===== src/rtl/motor_pwm_pkg.sv =====
// Shared definitions for the motor PWM timebase/configuration block:
// FSM state encodings, register-map addresses and the default minimum period.
package motor_pwm_pkg;

    // Run/stop/fault sequencer states; codes are visible on the state port.
    typedef enum logic [1:0] {
        ST_IDLE     = 2'd0,
        ST_RUN      = 2'd1,
        ST_STOPPING = 2'd2,
        ST_FAULT    = 2'd3
    } state_t;

    // Register-map addresses above the per-phase duty range.
    localparam logic [3:0] ADDR_PERIOD   = 4'd8;
    localparam logic [3:0] ADDR_DEADBAND = 4'd9;
    localparam logic [3:0] ADDR_COMMIT   = 4'd15;

    // Smallest period the timebase will ever run with.
    localparam int PMIN_DEFAULT = 2;

endpackage


===== src/rtl/motor_pwm_shadow_reg.sv =====
// One shadow/active register pair.
// The shadow copy absorbs software writes (with an optional floor applied on
// write); the active copy only changes on a transfer strobe, optionally
// limited to a ceiling value, so the running PWM never sees a half-updated set.
module motor_pwm_shadow_reg #(
    parameter int              SIZE    = 16,
    parameter logic [SIZE-1:0] RST_VAL = '0
) (
    input  logic            clk,
    input  logic            rst,
    input  logic            wr,
    input  logic [SIZE-1:0] wr_data,
    input  logic [SIZE-1:0] floor_val,
    input  logic            xfer,
    input  logic            ceil_en,
    input  logic [SIZE-1:0] ceil_val,
    output logic [SIZE-1:0] shadow,
    output logic [SIZE-1:0] active
);

    // Shadow copy: captures writes, raised to floor_val when smaller.
    always_ff @(posedge clk or posedge rst) begin
        if (rst) begin
            shadow <= RST_VAL;
        end else if (wr) begin
            shadow <= (wr_data < floor_val) ? floor_val : wr_data;
        end
    end

    // Active copy: loads the shadow on transfer, limited to ceil_val if enabled.
    always_ff @(posedge clk or posedge rst) begin
        if (rst) begin
            active <= RST_VAL;
        end else if (xfer) begin
            active <= (ceil_en && (shadow > ceil_val)) ? ceil_val : shadow;
        end
    end

endmodule


===== src/rtl/motor_pwm_timebase_ctrl.sv =====
// Shared timebase and configuration sequencer for a bank of PWM phases.
// Produces the common up-counter and wrap pulse, double-buffers period,
// deadband and per-phase duty so new settings land only at a period boundary,
// and sequences the common phase enable through run/stop/fault.
module motor_pwm_timebase_ctrl
    import motor_pwm_pkg::*;
#(
    parameter int SIZE = 16,
    parameter int NPH  = 3,
    parameter int PMIN = PMIN_DEFAULT
) (
    input  logic                clk,
    input  logic                rst,
    input  logic                run_req,
    input  logic                fault,
    input  logic                fault_clr,
    input  logic                wr_en,
    input  logic [3:0]          wr_addr,
    input  logic [SIZE-1:0]     wr_data,
    output logic [SIZE-1:0]     counter,
    output logic                wrap,
    output logic [SIZE-1:0]     period_q,
    output logic [SIZE-1:0]     deadband_q,
    output logic [NPH*SIZE-1:0] duty_q,
    output logic                phase_en,
    output logic                update_pending,
    output logic                fault_latched,
    output logic [1:0]          state
);

    localparam logic [SIZE-1:0] PMIN_V = SIZE'(PMIN);

    state_t          state_q;
    state_t          state_d;
    logic [SIZE-1:0] counter_q;
    logic [SIZE-1:0] counter_d;
    logic            fault_latched_q;
    logic            fault_latched_d;
    logic            pending_q;

    logic            counting;
    logic            wrap_cond;
    logic            xfer;
    logic            commit_wr;
    logic            period_wr;
    logic            deadband_wr;
    logic [NPH-1:0]  duty_wr;
    logic [SIZE-1:0] period_last;
    logic [SIZE-1:0] period_shadow;

    logic [SIZE-1:0] duty_active [NPH];
    logic [SIZE-1:0] duty_shadow [NPH];
    logic [SIZE-1:0] deadband_shadow;

    // Shadow copies of duty and deadband are only needed inside the pairs.
    logic [NPH*SIZE+SIZE-1:0] unused_shadows;

    // Write decode and timing qualifiers shared by the datapath and FSM.
    assign period_last = period_q - SIZE'(1);
    assign counting    = (state_q == ST_RUN) || (state_q == ST_STOPPING);
    assign wrap_cond   = counting && (counter_q == period_last);
    assign commit_wr   = wr_en && (wr_addr == ADDR_COMMIT);
    assign period_wr   = wr_en && (wr_addr == ADDR_PERIOD);
    assign deadband_wr = wr_en && (wr_addr == ADDR_DEADBAND);

    // A committed set moves to the active copies straight away when idle,
    // but only at the period boundary while the timebase is running.
    assign xfer = pending_q && ((state_q == ST_IDLE) || wrap_cond);

    // Period pair: floored at PMIN on write, no ceiling on transfer.
    motor_pwm_shadow_reg #(
        .SIZE    (SIZE),
        .RST_VAL (PMIN_V)
    ) u_period (
        .clk       (clk),
        .rst       (rst),
        .wr        (period_wr),
        .wr_data   (wr_data),
        .floor_val (PMIN_V),
        .xfer      (xfer),
        .ceil_en   (1'b0),
        .ceil_val  ('0),
        .shadow    (period_shadow),
        .active    (period_q)
    );

    // Deadband pair: stored unmodified.
    motor_pwm_shadow_reg #(
        .SIZE    (SIZE),
        .RST_VAL ('0)
    ) u_deadband (
        .clk       (clk),
        .rst       (rst),
        .wr        (deadband_wr),
        .wr_data   (wr_data),
        .floor_val ('0),
        .xfer      (xfer),
        .ceil_en   (1'b0),
        .ceil_val  ('0),
        .shadow    (deadband_shadow),
        .active    (deadband_q)
    );

    // Duty pairs: each limited to the period being transferred alongside it,
    // so a phase can never be asked for more than 100% of the new period.
    for (genvar n = 0; n < NPH; n++) begin : g_duty
        assign duty_wr[n] = wr_en && (wr_addr == 4'(n));

        motor_pwm_shadow_reg #(
            .SIZE    (SIZE),
            .RST_VAL ('0)
        ) u_duty (
            .clk       (clk),
            .rst       (rst),
            .wr        (duty_wr[n]),
            .wr_data   (wr_data),
            .floor_val ('0),
            .xfer      (xfer),
            .ceil_en   (1'b1),
            .ceil_val  (period_shadow),
            .shadow    (duty_shadow[n]),
            .active    (duty_active[n])
        );

        assign duty_q[n*SIZE +: SIZE]              = duty_active[n];
        assign unused_shadows[n*SIZE +: SIZE]      = duty_shadow[n];
    end

    assign unused_shadows[NPH*SIZE +: SIZE] = deadband_shadow;

    // Commit flag: a commit write always wins, so a commit landing on the
    // wrap cycle survives the transfer and applies at the following wrap.
    always_ff @(posedge clk or posedge rst) begin
        if (rst) begin
            pending_q <= 1'b0;
        end else if (commit_wr) begin
            pending_q <= 1'b1;
        end else if (xfer) begin
            pending_q <= 1'b0;
        end
    end

    // State, counter and sticky fault registers.
    always_ff @(posedge clk or posedge rst) begin
        if (rst) begin
            state_q         <= ST_IDLE;
            counter_q       <= '0;
            fault_latched_q <= 1'b0;
        end else begin
            state_q         <= state_d;
            counter_q       <= counter_d;
            fault_latched_q <= fault_latched_d;
        end
    end

    // Next-state, counter and fault-flag logic; fault overrides everything.
    always_comb begin
        state_d         = state_q;
        counter_d       = '0;
        fault_latched_d = fault_latched_q;

        if (counting) begin
            counter_d = wrap_cond ? '0 : counter_q + SIZE'(1);
        end

        unique case (state_q)
            ST_IDLE: begin
                if (run_req) begin
                    state_d = ST_RUN;
                end
            end
            ST_RUN: begin
                if (!run_req) begin
                    state_d = ST_STOPPING;
                end
            end
            ST_STOPPING: begin
                if (run_req) begin
                    state_d = ST_RUN;
                end else if (wrap_cond) begin
                    state_d = ST_IDLE;
                end
            end
            ST_FAULT: begin
                if (fault_clr && !fault) begin
                    state_d         = ST_IDLE;
                    fault_latched_d = 1'b0;
                end
            end
            default: begin
                state_d = ST_IDLE;
            end
        endcase

        if (fault) begin
            state_d         = ST_FAULT;
            counter_d       = '0;
            fault_latched_d = 1'b1;
        end
    end

    assign counter        = counter_q;
    assign wrap           = wrap_cond;
    assign phase_en       = counting;
    assign update_pending = pending_q;
    assign fault_latched  = fault_latched_q;
    assign state          = state_q;

endmodule


===== config.mk =====
export PLATFORM = sky130hd
export DESIGN_NAME = motor_pwm_timebase_ctrl
export DESIGN_NICKNAME = d
export VERILOG_FILES = /design/src/rtl/motor_pwm_pkg.sv /design/src/rtl/motor_pwm_shadow_reg.sv /design/src/rtl/motor_pwm_timebase_ctrl.sv
export SDC_FILE = /design/constraint.sdc
export NUM_CORES = 1
export LEC_CHECK = 0
export BUFFER_PORTS_ARGS = -buffer_cell sky130_fd_sc_hd__buf_4
export CORE_MARGIN = 2
export CORE_UTILIZATION = 58
export CTS_BUF_LIST = sky130_fd_sc_hd__clkbuf_16
export DETAILED_ROUTE_END_ITERATION = 12
export PLACE_DENSITY = 0.88
export SETUP_SLACK_MARGIN = 0.2
export SYNTH_ARGS = -nofsm -noshare
export SYNTH_HDL_FRONTEND = slang
export SYNTH_SLANG_ARGS = --single-unit

===== constraint.sdc =====
create_clock -name clk -period 8.31 [get_ports clk]
set_clock_uncertainty 0.05 [all_clocks]
set_input_delay 1.2465 -clock clk [delete_from_list [all_inputs] [get_ports clk]]
set_output_delay 1.2465 -clock clk [all_outputs]
set_load 0.02 [all_outputs]

After elaboration in Yosys (flattened, before gate mapping). Cells that the tools add are included.

$add $sub $neg: 2. Equal/unequal tests: 13. Magnitude comparators: 5. Muxes and demuxes: 20. Reduce and logical (&&, ||, !) cells: 19.

Operators with widths (count): $mux W16 (8); $gt A16 B16 Y1 (3); $add A16 B1 Y16 const B (1); $eq A16 B16 Y1 (1); $lt A16 B1 Y1 const B (1); $lt A16 B2 Y1 const B (1); $sub A16 B1 Y16 const B (1); $eq A4 B4 Y1 const B (3); $mux W2 (6); $logic_and A1 B1 Y1 (9); $ne A3 B3 Y1 const B (3); $pmux W2 S4 (1); $reduce_bool A2 Y1 (3); $mux W1 (5); $eq A2 B2 Y1 const B (2); $eq A4 B1 Y1 const B (1); $eq A4 B2 Y1 const B (1); $logic_not A4 Y1 (1); $ne A4 B4 Y1 const B (1); $reduce_and A4 Y1 (1); $eq A2 B1 Y1 const B (1); $logic_not A2 Y1 (1); $logic_or A1 B1 Y1 (2); $reduce_and A2 Y1 (1); $logic_not A1 Y1 (1).

Logic and storage cells: 73. Input bits: 26. Register bits after elaboration: 180.

Depth between registers and ports, before layout. Gate-level depths: netlist of the first run.

Depth after elaboration: 7. Gate-level depth with buffers: 11. Mapped depth without buffers: 9.

Cells and area by module. From an unflattened synthesis of the first run, not the netlist that was laid out.

Cell total of the unflattened synthesis: 1493. Area, all modules: 13501.7 sq um.

Modules (own cells, without submodules): motor_pwm_shadow_reg at g_duty[0].u_duty ... (cells each 255, seq. area each 800.8 sq um, area an instance 2334.7 sq um, times used 3); motor_pwm_shadow_reg at u_period (cells each 255, seq. area each 803.3 sq um, area an instance 2337.2 sq um, times used 1); motor_pwm_shadow_reg at g_duty[2].u_duty (cells each 256, seq. area each 800.8 sq um, area an instance 2333.5 sq um, times used 1); motor_pwm_timebase_ctrl (cells each 217, seq. area each 500.5 sq um, area an instance 1826.8 sq um, times used 1).

Least setup slack after synthesis of the first run. OpenSTA, ideal clock, no wires.

Kind: reg2out. Start: register u_period.active[5]. End: output wrap. Required time: 7.014 ns. Arrival: 3.120 ns. Slack: 3.894 ns. Buffers on the path: 0. Stages on the path, launching flop included: 7. Cells stage by stage: dfrtp_1 > or4_4 > or4_4 > or4_4 > a22oi_1 > nor4b_1 > nor4bb_1.

Word-level cells in the longest chain between the ends: 3.

Ends and longest elaborated chain: start: declaration (RTL line motor_pwm_shadow_reg.sv:18) `output logic [SIZE-1:0] active`; start signal: assignment (RTL line motor_pwm_shadow_reg.sv:35) `active <= (ceil_en && (shadow > ceil_val)) ? ceil_val : shadow;`; $sub A16 B1 Y16 (RTL line motor_pwm_timebase_ctrl.sv:59) `assign period_last = period_q - SIZE'(1);`; $eq A16 B16 Y1 (RTL line motor_pwm_timebase_ctrl.sv:61) `assign wrap_cond = counting && (counter_q == period_last);`; $logic_and A1 B1 Y1 (RTL line motor_pwm_timebase_ctrl.sv:61); end: declaration (RTL line motor_pwm_timebase_ctrl.sv:21) `output logic wrap,`.

No other way between the ends.

Final worst setup path of the first run.
Start: register u_period.active[0]. End: register g_duty[0].u_duty.active[1].

Word-level cells in the longest chain between the ends: 5.

Ends and longest elaborated chain: $sub A16 B1 Y16 (RTL line motor_pwm_timebase_ctrl.sv:59); $eq A16 B16 Y1 (RTL line motor_pwm_timebase_ctrl.sv:61); $logic_and A1 B1 Y1 (RTL line motor_pwm_timebase_ctrl.sv:61); $logic_or A1 B1 Y1 (RTL line motor_pwm_timebase_ctrl.sv:68) `assign xfer = pending_q && ((state_q == ST_IDLE) || wrap_cond);`; $logic_and A1 B1 Y1 (RTL line motor_pwm_timebase_ctrl.sv:68); end signal: assignment (RTL line motor_pwm_shadow_reg.sv:35); end: declaration (RTL line motor_pwm_shadow_reg.sv:18).

No other way between the ends. A chain may end at the register's enable or synchronous reset.

==> results.sh, run 1 <==
export IMPL_fin_crit_sh=0.590
export IMPL_cts_inserted_buffers=17
export IMPL_cp_cell_sequence="inv_1 -> ha_1 -> or4b_2 -> nor4_1 -> mux2_2 -> a31oi_1 -> o2111ai_2 -> a21boi_4 -> buf_4 -> buf_4 -> mux2_4"
export IMPL_die_area_um2=17700
export IMPL_layout_drive_gt1_share=0.441
export IMPL_clock_latency_ns=0.44
export IMPL_whs_path_depth=1
export IMPL_drc=0
export IMPL_die_w_um=133
export IMPL_post_cts_resized=0
export IMPL_cts_tree="built"
export IMPL_yosys_area_top_type="dfrtp_1"
export IMPL_track_usage=0.250
export IMPL_grt_max_degree=71
export IMPL_maxSlewHeadroom=0.368
export IMPL_synthesis_area_um2=9670
export IMPL_syn_num_nets=809
export IMPL_vias_per_cell=5.83
export IMPL_cp_common_cell="buf_4"
export IMPL_fillers=1144
export IMPL_area_sequential_um2=4510
export IMPL_rsz0062_at_grt="false"
export IMPL_p_per_area_nw_per_um2=364
export IMPL_synth_top_area_share=0.461
export IMPL_ioPinCount=128
export IMPL_cp_arrival_ns=5.18
export IMPL_layout_commonest_cell="dfrtp_1"
export IMPL_critPathSlowestCell="buf_4"
export IMPL_critPathMaxFanout=49
export IMPL_rows=47
export IMPL_fin_hold_ws_ns=0.443
export IMPL_fin_crit_ns=4.91
export IMPL_reg2reg_from="u_period.active[0]"
export IMPL_fin_ws_ns=3.40
export IMPL_cts_setup_buffers=0
export IMPL_cap_violations=0
export IMPL_cts_root_buf="clkbuf_16"
export IMPL_n_antenna_cell=0
export IMPL_hpwl_um=15400
export IMPL_multiInputGateArea_um2=4840
export IMPL_status="complete, no violations"
export IMPL_clkTransAtPathRegs_ns=0.07
export IMPL_leakage_nw=5.41
export IMPL_cts_htree_levels=4
export IMPL_synth_distinct_cells=53
export IMPL_final_cell_mix="dfrtp_1 (178), buf_4 (134), mux2_2 (124)"
export IMPL_synthTopCellsByArea="dfrtp_1 (46%), mux2_2 (14%), mux2_4 (12%)"
export IMPL_hold_viol=0
export IMPL_post_route_util=0.687
export IMPL_drtAntennaViolNets=0
export IMPL_overflow=0
export IMPL_place_congestion=0.940
export IMPL_yosysSeqAreaShare=0.466
export IMPL_worstMarginPinSlew_ns=0.945
export IMPL_wl_per_cell_um=19.5
export IMPL_synth_edff_count=0
export IMPL_fin_nets=937
export IMPL_cts_num_sinks=180
export IMPL_slew_viol_final=0
export IMPL_cp_end_kind="flop"
export IMPL_ys_seq_elements=180
export IMPL_dr_pass1_iters=4
export IMPL_yosys_warnings=0
export IMPL_clockBufferDepth=2
export IMPL_hold_buffers=0
export IMPL_peakVddDrop_v=0.000202
export IMPL_grt_pass1_vias=6465
export IMPL_synth_cells=729
export IMPL_min_delay_start="fault_latched"
export IMPL_hp_class="reg -> reg"
export IMPL_drt_first_iter_violations=443
export IMPL_rr_worst_depth=11
export IMPL_ys_flop_type="dfrtp_1"
export IMPL_antenna_found_initial=0
export IMPL_fmax_ghz=0.204
export IMPL_synth_async_reset_ratio=1.00
export IMPL_startpoint_type="flop"
export IMPL_cpPeakStageDelay_ns=0.80
export IMPL_io_buffers=127
export IMPL_grt_pass1_wl_um=34600
export IMPL_crit_type="reg -> reg"
export IMPL_crit_required_ns=8.58
export IMPL_syn_to_final_growth_pct=17.0
export IMPL_dp_slack_ns=3.48
export IMPL_crit_start="u_period.active[0]"
export IMPL_setup_tns_ns=0
export IMPL_initial_core_util=0.587
export IMPL_wirelength_um=21300
export IMPL_syn_area_per_cell_um2=13.3
export IMPL_num_vias=6354
export IMPL_setup_viol_count_final=0
export IMPL_core_area_um2=16500
export IMPL_die_h_um=133
## logic make-up after synthesis
| logic type | after synthesis | synth area share |
|---|---|---|
| AO/OA/AOI/OAI | 76 | 0.0559 |
| XOR/XNOR | 29 | 0.0263 |
| buffers and inverters | 53 | 0.0348 |
| flip-flops | 180 | 0.466 |
| multiplexers | 206 | 0.270 |
| adder cells (fa/ha/maj) | 54 | 0.0699 |
| AND/OR/NAND/NOR | 131 | 0.0767 |
## registers in the layout (all words and copies together) (netlist names)
register              count
u_period.active          16
fault_latched             1
u_deadband.shadow        16
u_deadband.active        16
u_period.shadow          16
g_duty.u_duty.shadow     48
g_duty.u_duty.active     48
counter                  16
state                     2
update_pending            1
## final cells by class
cell class | count | area share
sequential | 180 | 0.399
multi-input combinational | 496 | 0.428
clock buffer | 17 | 0.0376
inverter | 28 | 0.00974
tap | 220 | 0.0243
clock inverter | 15 | 0.0129
timing repair buffer | 134 | 0.0890
## where the power goes
part | total (mW) | internal [mW] | leakage [nW] | switching, mW
clock | 0.788 | 0.421 | 0.280 | 0.366
sequential | 1.47 | 1.17 | 2.29 | 0.299
combinational | 1.85 | 0.983 | 2.84 | 0.869
## layer usage
metal | vias to the layer above | track usage | part of all wire
met1 | 3207 | 0.356 | 0.46
met3 | 26 | 0.0422 | 0.053
met5 | - | 0 | 0
li1 | 2928 | - | -
met4 | 0 | 0.0839 | 0.020
met2 | 193 | 0.393 | 0.47
## worst max-delay path, delay by kind of cell, from the launching register on
kind / cells / cell delay, ns
buffers and inverters: 3 / 1.38
and+or+nand+nor: 2 / 1.16
muxes: 2 / 0.75
AOI/OAI and AO/OA: 3 / 0.70
DFF: 1 / 0.44
adders and majority gates: 1 / 0.20
## synth_stat cells (13+ instances only)
cell and number:
inv_1 28, nand3_1 17, a21o_1 13, o21ai_0 14
mux2_4 79, clkbuf_1 15, nand2_1 15, dfrtp_1 178
a21oi_1 14, xnor2_1 15, xor2_1 14, ha_1 54
nor2_1 28, mux2_2 124
## through the flow
stage | instances | cell area (µm²) | total power [mW]
after floorplan | 729 | 9670 | 2.69
after global placement | 1058 | 10700 | 3.27
after detailed placement | 1058 | 10700 | 3.32
after CTS | 1090 | 11300 | 4.12
after global routing | 1090 | 11300 | 4.33
final | 1090 | 11300 | 4.11
## final timing paths
| kind | to | slack, ns |
|---|---|---|
| max reg2reg | g_duty[0].u_duty.active[1] | 3.40 |
| min reg2reg | fault_latched | 0.44 |
| min | fault_latched | 0.44 |
| max | g_duty[0].u_duty.active[1] | 3.40 |
| max in group asynchronous | g_duty[2].u_duty.shadow[1] | 5.50 |
| min in group asynchronous | counter[14] | 0.85 |
Power figures use the tool's default switching activity.
==> run 2, diff against run 1 <==
--- a/config.mk
+++ b/config.mk
@@ -5,6 +5,7 @@
 export SDC_FILE = /design/constraint.sdc
 export NUM_CORES = 1
 export LEC_CHECK = 0
+export ABC_AREA = 1
 export BUFFER_PORTS_ARGS = -buffer_cell sky130_fd_sc_hd__buf_4
 export CORE_MARGIN = 2
 export CORE_UTILIZATION = 58
==> constraint.sdc (replaced) <==
create_clock -name clk -period 4.7 [get_ports clk]
set_clock_uncertainty 0.05 [all_clocks]
set_input_delay 0.705 -clock clk [delete_from_list [all_inputs] [get_ports clk]]
set_output_delay 0.705 -clock clk [all_outputs]
set_load 0.02 [all_outputs]
==> results.sh, run 2 <==
export IMPL_status="complete, no violations"
export IMPL_overflow=0
export IMPL_wirelength_um=26700
export IMPL_synth_cells=1192
export IMPL_num_vias=8830
export IMPL_synth_async_reset_ratio=1.00
export IMPL_syn_area_per_cell_um2=7.90
export IMPL_core_area_um2=15900
export IMPL_hp_class="reg -> reg"
export IMPL_fin_crit_ns=3.31
export IMPL_dr_wl_met2_um=11900
export IMPL_cts_inserted_buffers=17
export IMPL_slew_viol_final=0
export IMPL_fin_nets=1373
export IMPL_startpoint_type="flop"
export IMPL_ioPinCount=128
export IMPL_synth_top_area_share=0.473
export IMPL_cts_root_buf="clkbuf_16"
export IMPL_hold_viol=0
export IMPL_cts_tree="built"
export IMPL_pwr_share_seq=0.349
export IMPL_synth_top_family_by_area="simple AND/OR/NAND/NOR gates"
export IMPL_yosys_cell_count_top_type="nand2_1"
export IMPL_clockPowerShare=0.228
export IMPL_n_antenna_cell=0
export IMPL_vias_per_cell=5.81
export IMPL_synthesis_area_um2=9420
export IMPL_synth_mux_area_frac=0
export IMPL_m1WireLength_um=10800
export IMPL_hpwl_um=18200
export IMPL_fin_ws_ns=1.39
export IMPL_p_int_mw=3.96
export IMPL_synthXorXnorAreaFrac=0.0177
export IMPL_clock_latency_ns=0.45
export IMPL_track_usage=0.317
export IMPL_setup_tns_ns=0
export IMPL_rsz0062_at_grt="false"
export IMPL_grt_max_degree=181
export IMPL_rrSetupSlack_ns=1.39
export IMPL_largestRegisters="g_duty.u_duty.active (48), g_duty.u_duty.shadow (48)"
export IMPL_synthSimpleGateAreaFrac=0.296
export IMPL_synth_distinct_cells=34
export IMPL_post_cts_resized=0
export IMPL_cp_end_kind="flop"
export IMPL_cts_htree_levels=4
export IMPL_clockBufferDepth=2
export IMPL_grt_pass1_vias=8199
export IMPL_syn_num_nets=1272
export IMPL_io_buffers=127
export IMPL_wl_per_cell_um=17.5
export IMPL_synth_edff_count=0
export IMPL_die_area_um2=17300
export IMPL_setup_viol_count_final=0
export IMPL_grt_pass1_wl_um=43200
export IMPL_crit_type="reg -> reg"
export IMPL_rr_worst_depth=14
export IMPL_synth_fa_ha_area_frac=0.0717
export IMPL_yosysSeqAreaShare=0.478
export IMPL_die_h_um=131
export IMPL_ys_seq_elements=180
export IMPL_drt_first_iter_violations=1130
export IMPL_layout_commonest_cell="nand2_1"
export IMPL_synthTopCellsByArea="dfrtp_1 (47%), nand2_1 (17%), nand3_1 (7.3%)"
export IMPL_peakVddDrop_v=0.000323
export IMPL_drc=0
export IMPL_drtAntennaViolNets=0
export IMPL_antenna_found_initial=0
export IMPL_cts_setup_buffers=0
export IMPL_yosys_area_top_type="dfrtp_1"
export IMPL_rows=46
export IMPL_leakage_nw=6.03
export IMPL_dp_slack_ns=1.49
export IMPL_final_cell_mix="nand2_1 (430), dfrtp_1 (177), nand3_1 (138)"
export IMPL_cp_arrival_ns=3.58
export IMPL_die_w_um=131
export IMPL_dr_pass1_iters=5
export IMPL_initial_core_util=0.593
export IMPL_cap_violations=0
export IMPL_combPwrFrac=0.423
export IMPL_syn_to_final_growth_pct=17.8
export IMPL_routed_top_layer="met4"
export IMPL_worstMarginPinSlew_ns=1.04
export IMPL_ys_flop_type="dfrtp_1"
export IMPL_place_congestion=1.02
export IMPL_synth_compound_area_frac=0.0765
export IMPL_fin_crit_sh=0.704
export IMPL_clkTransAtPathRegs_ns=0.07
export IMPL_crit_required_ns=4.98
export IMPL_whs_path_depth=2
export IMPL_p_per_area_nw_per_um2=625
export IMPL_layout_drive_gt1_share=0.138
export IMPL_hold_buffers=0
export IMPL_fmax_ghz=0.302
export IMPL_wl_met3_um=2750
export IMPL_power_switching_fraction=0.429
export IMPL_yosys_warnings=0
export IMPL_synth_common_cells="nand2_1 (431), dfrtp_1 (178), nand3_1 (138), o21ai_0 (107), inv_1 (82)"
export IMPL_p_sw_mw=2.98
export IMPL_critPathMaxFanout=17
export IMPL_maxSlewHeadroom=0.305
export IMPL_cts_num_sinks=180
==> run 2: power by group through the flow <==
stage | sequential (mW) | clock, mW | combinational (mW)
floorplan | 2.63 | 0 | 1.66
global placement | 2.42 | 0 | 2.78
detailed placement | 2.42 | 0 | 2.87
CTS | 2.40 | 1.58 | 2.91
global route | 2.47 | 1.66 | 3.25
finish | 2.42 | 1.58 | 2.93
==> run 2: kinds of logic after synthesis <==
family | count (synthesis)
fa+ha+maj | 54
buf+inv | 133
xor+xnor | 19
compound gates | 140
flops | 180
simple gates | 666
==> run 2: worst paths after layout <==
kind,start,to
setup / recovery,u_period.shadow[1],g_duty[0].u_duty.active[14]
hold / removal,u_deadband.active[13],u_deadband.active[13]
setup reg to reg,u_period.shadow[1],g_duty[0].u_duty.active[14]
hold reg to reg,u_deadband.active[13],u_deadband.active[13]
max in group asynchronous,rst,update_pending
min in group asynchronous,rst,u_period.active[9]
==> run 2: worst max-delay path, cell delays in order, from the launching register on <==
cell      delay, ns
dfstp_2        0.57
inv_1          0.14
ha_1           0.32
inv_1          0.05
nor2_1         0.09
nor2_1         0.06
o21a_1         0.17
o211ai_1       0.18
nand2_1        0.09
nand2_1        0.45
nand2_1        0.54
nand2_1        0.18
nand2_1        0.12
nand3_1        0.09
nand2_1        0.07
==> run 2: final cells by class <==
class	instances	area, µm²
Timing Repair Buffer	132	1000
Fill cell	1235	4790
Tap cell	216	270
Inverter	83	315
Multi-Input combinational cell	879	4350
Sequential cell	180	4510
Clock buffer	17	425
Clock inverter	14	223
==> run 2: layer usage <==
| metal | vias up | GRT usage |
|---|---|---|
| li1 | 4083 | - |
| met4 | 0 | 0.153 |
| met2 | 473 | 0.471 |
| met3 | 93 | 0.0841 |
| met1 | 4181 | 0.434 |
| met5 | - | 0 |
==> run 2: metrics by stage <==
stage | power, mW | utilization | hold slack [ns] | std cells | instance area [µm²]
detailed placement | 5.29 | 0.658 | 0.410 | 1490 | 10400
floorplan | 4.28 | - | 0.404 | 1192 | 9430
global placement | 5.19 | 0.658 | 0.407 | 1490 | 10400
CTS | 6.90 | 0.698 | 0.426 | 1521 | 11100
finish | 6.94 | 0.698 | 0.424 | 1521 | 11100
global route | 7.38 | 0.698 | 0.447 | 1521 | 11100
==> run 3, diff against run 2 <==
--- a/config.mk
+++ b/config.mk
@@ -8,10 +8,10 @@
 export ABC_AREA = 1
 export BUFFER_PORTS_ARGS = -buffer_cell sky130_fd_sc_hd__buf_4
 export CORE_MARGIN = 2
-export CORE_UTILIZATION = 58
+export CORE_UTILIZATION = 53
 export CTS_BUF_LIST = sky130_fd_sc_hd__clkbuf_16
 export DETAILED_ROUTE_END_ITERATION = 12
-export PLACE_DENSITY = 0.88
+export PLACE_DENSITY = 0.85
 export SETUP_SLACK_MARGIN = 0.2
 export SYNTH_ARGS = -nofsm -noshare
 export SYNTH_HDL_FRONTEND = slang
==> constraint.sdc (replaced) <==
create_clock -name clk -period 2.67 [get_ports clk]
set_clock_uncertainty 0.05 [all_clocks]
set_input_delay 0.4005 -clock clk [delete_from_list [all_inputs] [get_ports clk]]
set_output_delay 0.4005 -clock clk [all_outputs]
set_load 0.02 [all_outputs]
==> results.sh, run 3 (synthesis results as in run 2) <==
export IMPL_status="complete, but fails checks"
export IMPL_violations="setup timing"
export IMPL_critPathBufInv=6
export IMPL_r2r_end="u_period.active[15]"
export IMPL_cp_arrival_ns=3.09
export IMPL_wl_per_cell_um=19.7
export IMPL_met2_usage=0.468
export IMPL_ioPinCount=128
export IMPL_clockBufferDepth=2
export IMPL_critPathMaxFanout=7
export IMPL_dr_pass1_iters=8
export IMPL_cts_inserted_buffers=17
export IMPL_reg2reg_from="u_period.active[1]"
export IMPL_num_vias=9408
export IMPL_hpwl_um=19000
export IMPL_crit_type="reg -> reg"
export IMPL_crit_required_ns=2.93
export IMPL_drt_first_iter_violations=1116
export IMPL_crit_start="u_period.active[1]"
export IMPL_antenna_found_initial=0
export IMPL_wirelength_um=31300
export IMPL_cts_num_sinks=180
export IMPL_p_total_mw=13.4
export IMPL_setup_tns_ns=-8.71
export IMPL_core_area_um2=17400
export IMPL_fin_nets=1426
export IMPL_cts_root_buf="clkbuf_16"
export IMPL_vias_per_cell=5.94
export IMPL_layout_commonest_cell="nand2_1"
export IMPL_critPathSlowestCell="dfstp_2"
export IMPL_fillers=1272
export IMPL_place_congestion=1.01
export IMPL_p_per_area_nw_per_um2=1110
export IMPL_drc=0
export IMPL_maxSlewHeadroom=0.389
export IMPL_cts_htree_levels=4
export IMPL_cp_endpoint="u_period.active[15]"
export IMPL_die_w_um=137
export IMPL_startpoint_type="flop"
export IMPL_fin_cells=1584
export IMPL_p_sw_mw=5.83
export IMPL_fin_crit_ns=2.83
export IMPL_cp_depth=20
export IMPL_power_switching_fraction=0.437
export IMPL_worstMarginPinSlew_ns=0.915
export IMPL_top_usage_layer="met2"
export IMPL_peakVddDrop_v=0.000689
export IMPL_rrSetupSlack_ns=-0.16
export IMPL_setup_viol_count_final=81
export IMPL_rows=48
export IMPL_final_cell_mix="nand2_1 (414), dfrtp_1 (172), buf_4 (157)"
export IMPL_fin_crit_sh=1.06
export IMPL_cap_violations=0
export IMPL_hp_class="in -> async"
export IMPL_dpl_cell_area_um2=10700
export IMPL_drtAntennaViolNets=0
export IMPL_post_route_util=0.691
export IMPL_syn_to_final_growth_pct=27.3
export IMPL_critical_path_top_delay_family="simple AND/OR/NAND/NOR gates"
export IMPL_p_int_mw=7.52
export IMPL_clock_latency_ns=0.44
export IMPL_cpPeakStageDelay_ns=0.56
export IMPL_overflow=0
export IMPL_initial_core_util=0.543
export IMPL_hold_buffers=0
export IMPL_fin_hold_ws_ns=0.0365
export IMPL_hold_viol=0
export IMPL_cp_end_kind="flop"
export IMPL_n_antenna_cell=0
export IMPL_clkTransAtPathRegs_ns=0.06
export IMPL_pwr_share_seq=0.323
export IMPL_layout_drive_gt1_share=0.194
export IMPL_slew_viol_final=0
export IMPL_grt_max_degree=109
export IMPL_fin_ws_ns=-0.159
export IMPL_clockPowerShare=0.200
export IMPL_rsz0062_at_grt="true"
export IMPL_track_usage=0.306
export IMPL_io_buffers=127
export IMPL_dp_cells=1521
export IMPL_rr_worst_depth=20
export IMPL_grt_pass1_vias=8449
export IMPL_cts_tree="built"
export IMPL_cp_common_cell="nand2_1"
export IMPL_cp_cell_sequence="inv_4 -> ha_4 -> inv_1 -> nand2_1 -> nand2_1 -> nand2_1 -> nand2_1 -> nand2_1 -> nor2_1 -> nand3_1 -> nor2_2 -> nand3_2 -> buf_4 -> buf_6 -> buf_6 -> nand2_8 -> nand2_8 -> clkbuf_16 -> nand2_1 -> o21ai_0"
export IMPL_combPwrFrac=0.477
export IMPL_dp_slack_ns=0.182
export IMPL_die_h_um=137
export IMPL_largestRegisters="g_duty.u_duty.active (48), g_duty.u_duty.shadow (48)"
export IMPL_grt_use_met1=0.407
export IMPL_stdcell_area_um2=12000
export IMPL_grt_met3_usage=0.0644
export IMPL_fmax_ghz=0.354
export IMPL_leakage_nw=6.44
export IMPL_grt_pass1_wl_um=43900
export IMPL_die_area_um2=18900
## run 3: final cells by class
class	instances	area (µm²)	area share
sequential	180	4510	0.376
clock buffer	17	425	0.0355
timing repair buffer	184	1750	0.146
multi-input combinational	880	4520	0.376
inverter	83	318	0.0265
clock inverter	15	190	0.0159
tap	225	282	0.0235
## run 3: worst min-delay path by stage
| stage | from | end | slack (ns) | cells past startpoint |
|---|---|---|---|---|
| floorplan | u_deadband.shadow[15] | u_deadband.shadow[15] | 0.40 | 2 |
| finish | rst | u_period.active[11] | 0.04 | 3 |
| global placement | u_deadband.active[12] | u_deadband.active[12] | 0.41 | 2 |
| CTS | rst | counter[6] | 0.08 | 3 |
| detailed placement | u_deadband.active[5] | u_deadband.active[5] | 0.41 | 2 |
| global route | rst | u_period.active[11] | 0.09 | 3 |
## run 3: power groups by stage
stage | Combinational, mW | Sequential [mW] | Clock (mW)
after floorplan | 2.91 | 4.63 | 0
after global placement | 5.10 | 4.24 | 0
after detailed placement | 5.28 | 4.26 | 0
after CTS | 5.64 | 4.22 | 2.67
after global routing | 6.87 | 4.37 | 2.79
final | 6.37 | 4.31 | 2.67
## run 3: what timing repair did
action,in CTS,in global routing
buffers inserted,7,6
gates cloned,2,16
gates resized for setup,26,49
pin swaps,8,1
endpoints found under the setup margin,21,100
## run 3: worst register-to-register path, cell delays in order (launching register included)
cell,delay [ns]
dfstp_2,0.56
inv_4,0.04
ha_4,0.17
inv_1,0.06
nand2_1,0.06
nand2_1,0.08
nand2_1,0.05
nand2_1,0.07
nand2_1,0.07
nor2_1,0.14
nand3_1,0.12
nor2_2,0.13
nand3_2,0.10
buf_4,0.15
buf_6,0.10
buf_6,0.11
nand2_8,0.12
nand2_8,0.14
clkbuf_16,0.23
nand2_1,0.06
o21ai_0,0.07
## run 3: per-layer routing
layer  routed length [µm]  up-vias
met5                    0        -
met4                 1680        0
met3                 3900      131
met2                14000      673
met1                11700     4408
li1                     -     4196
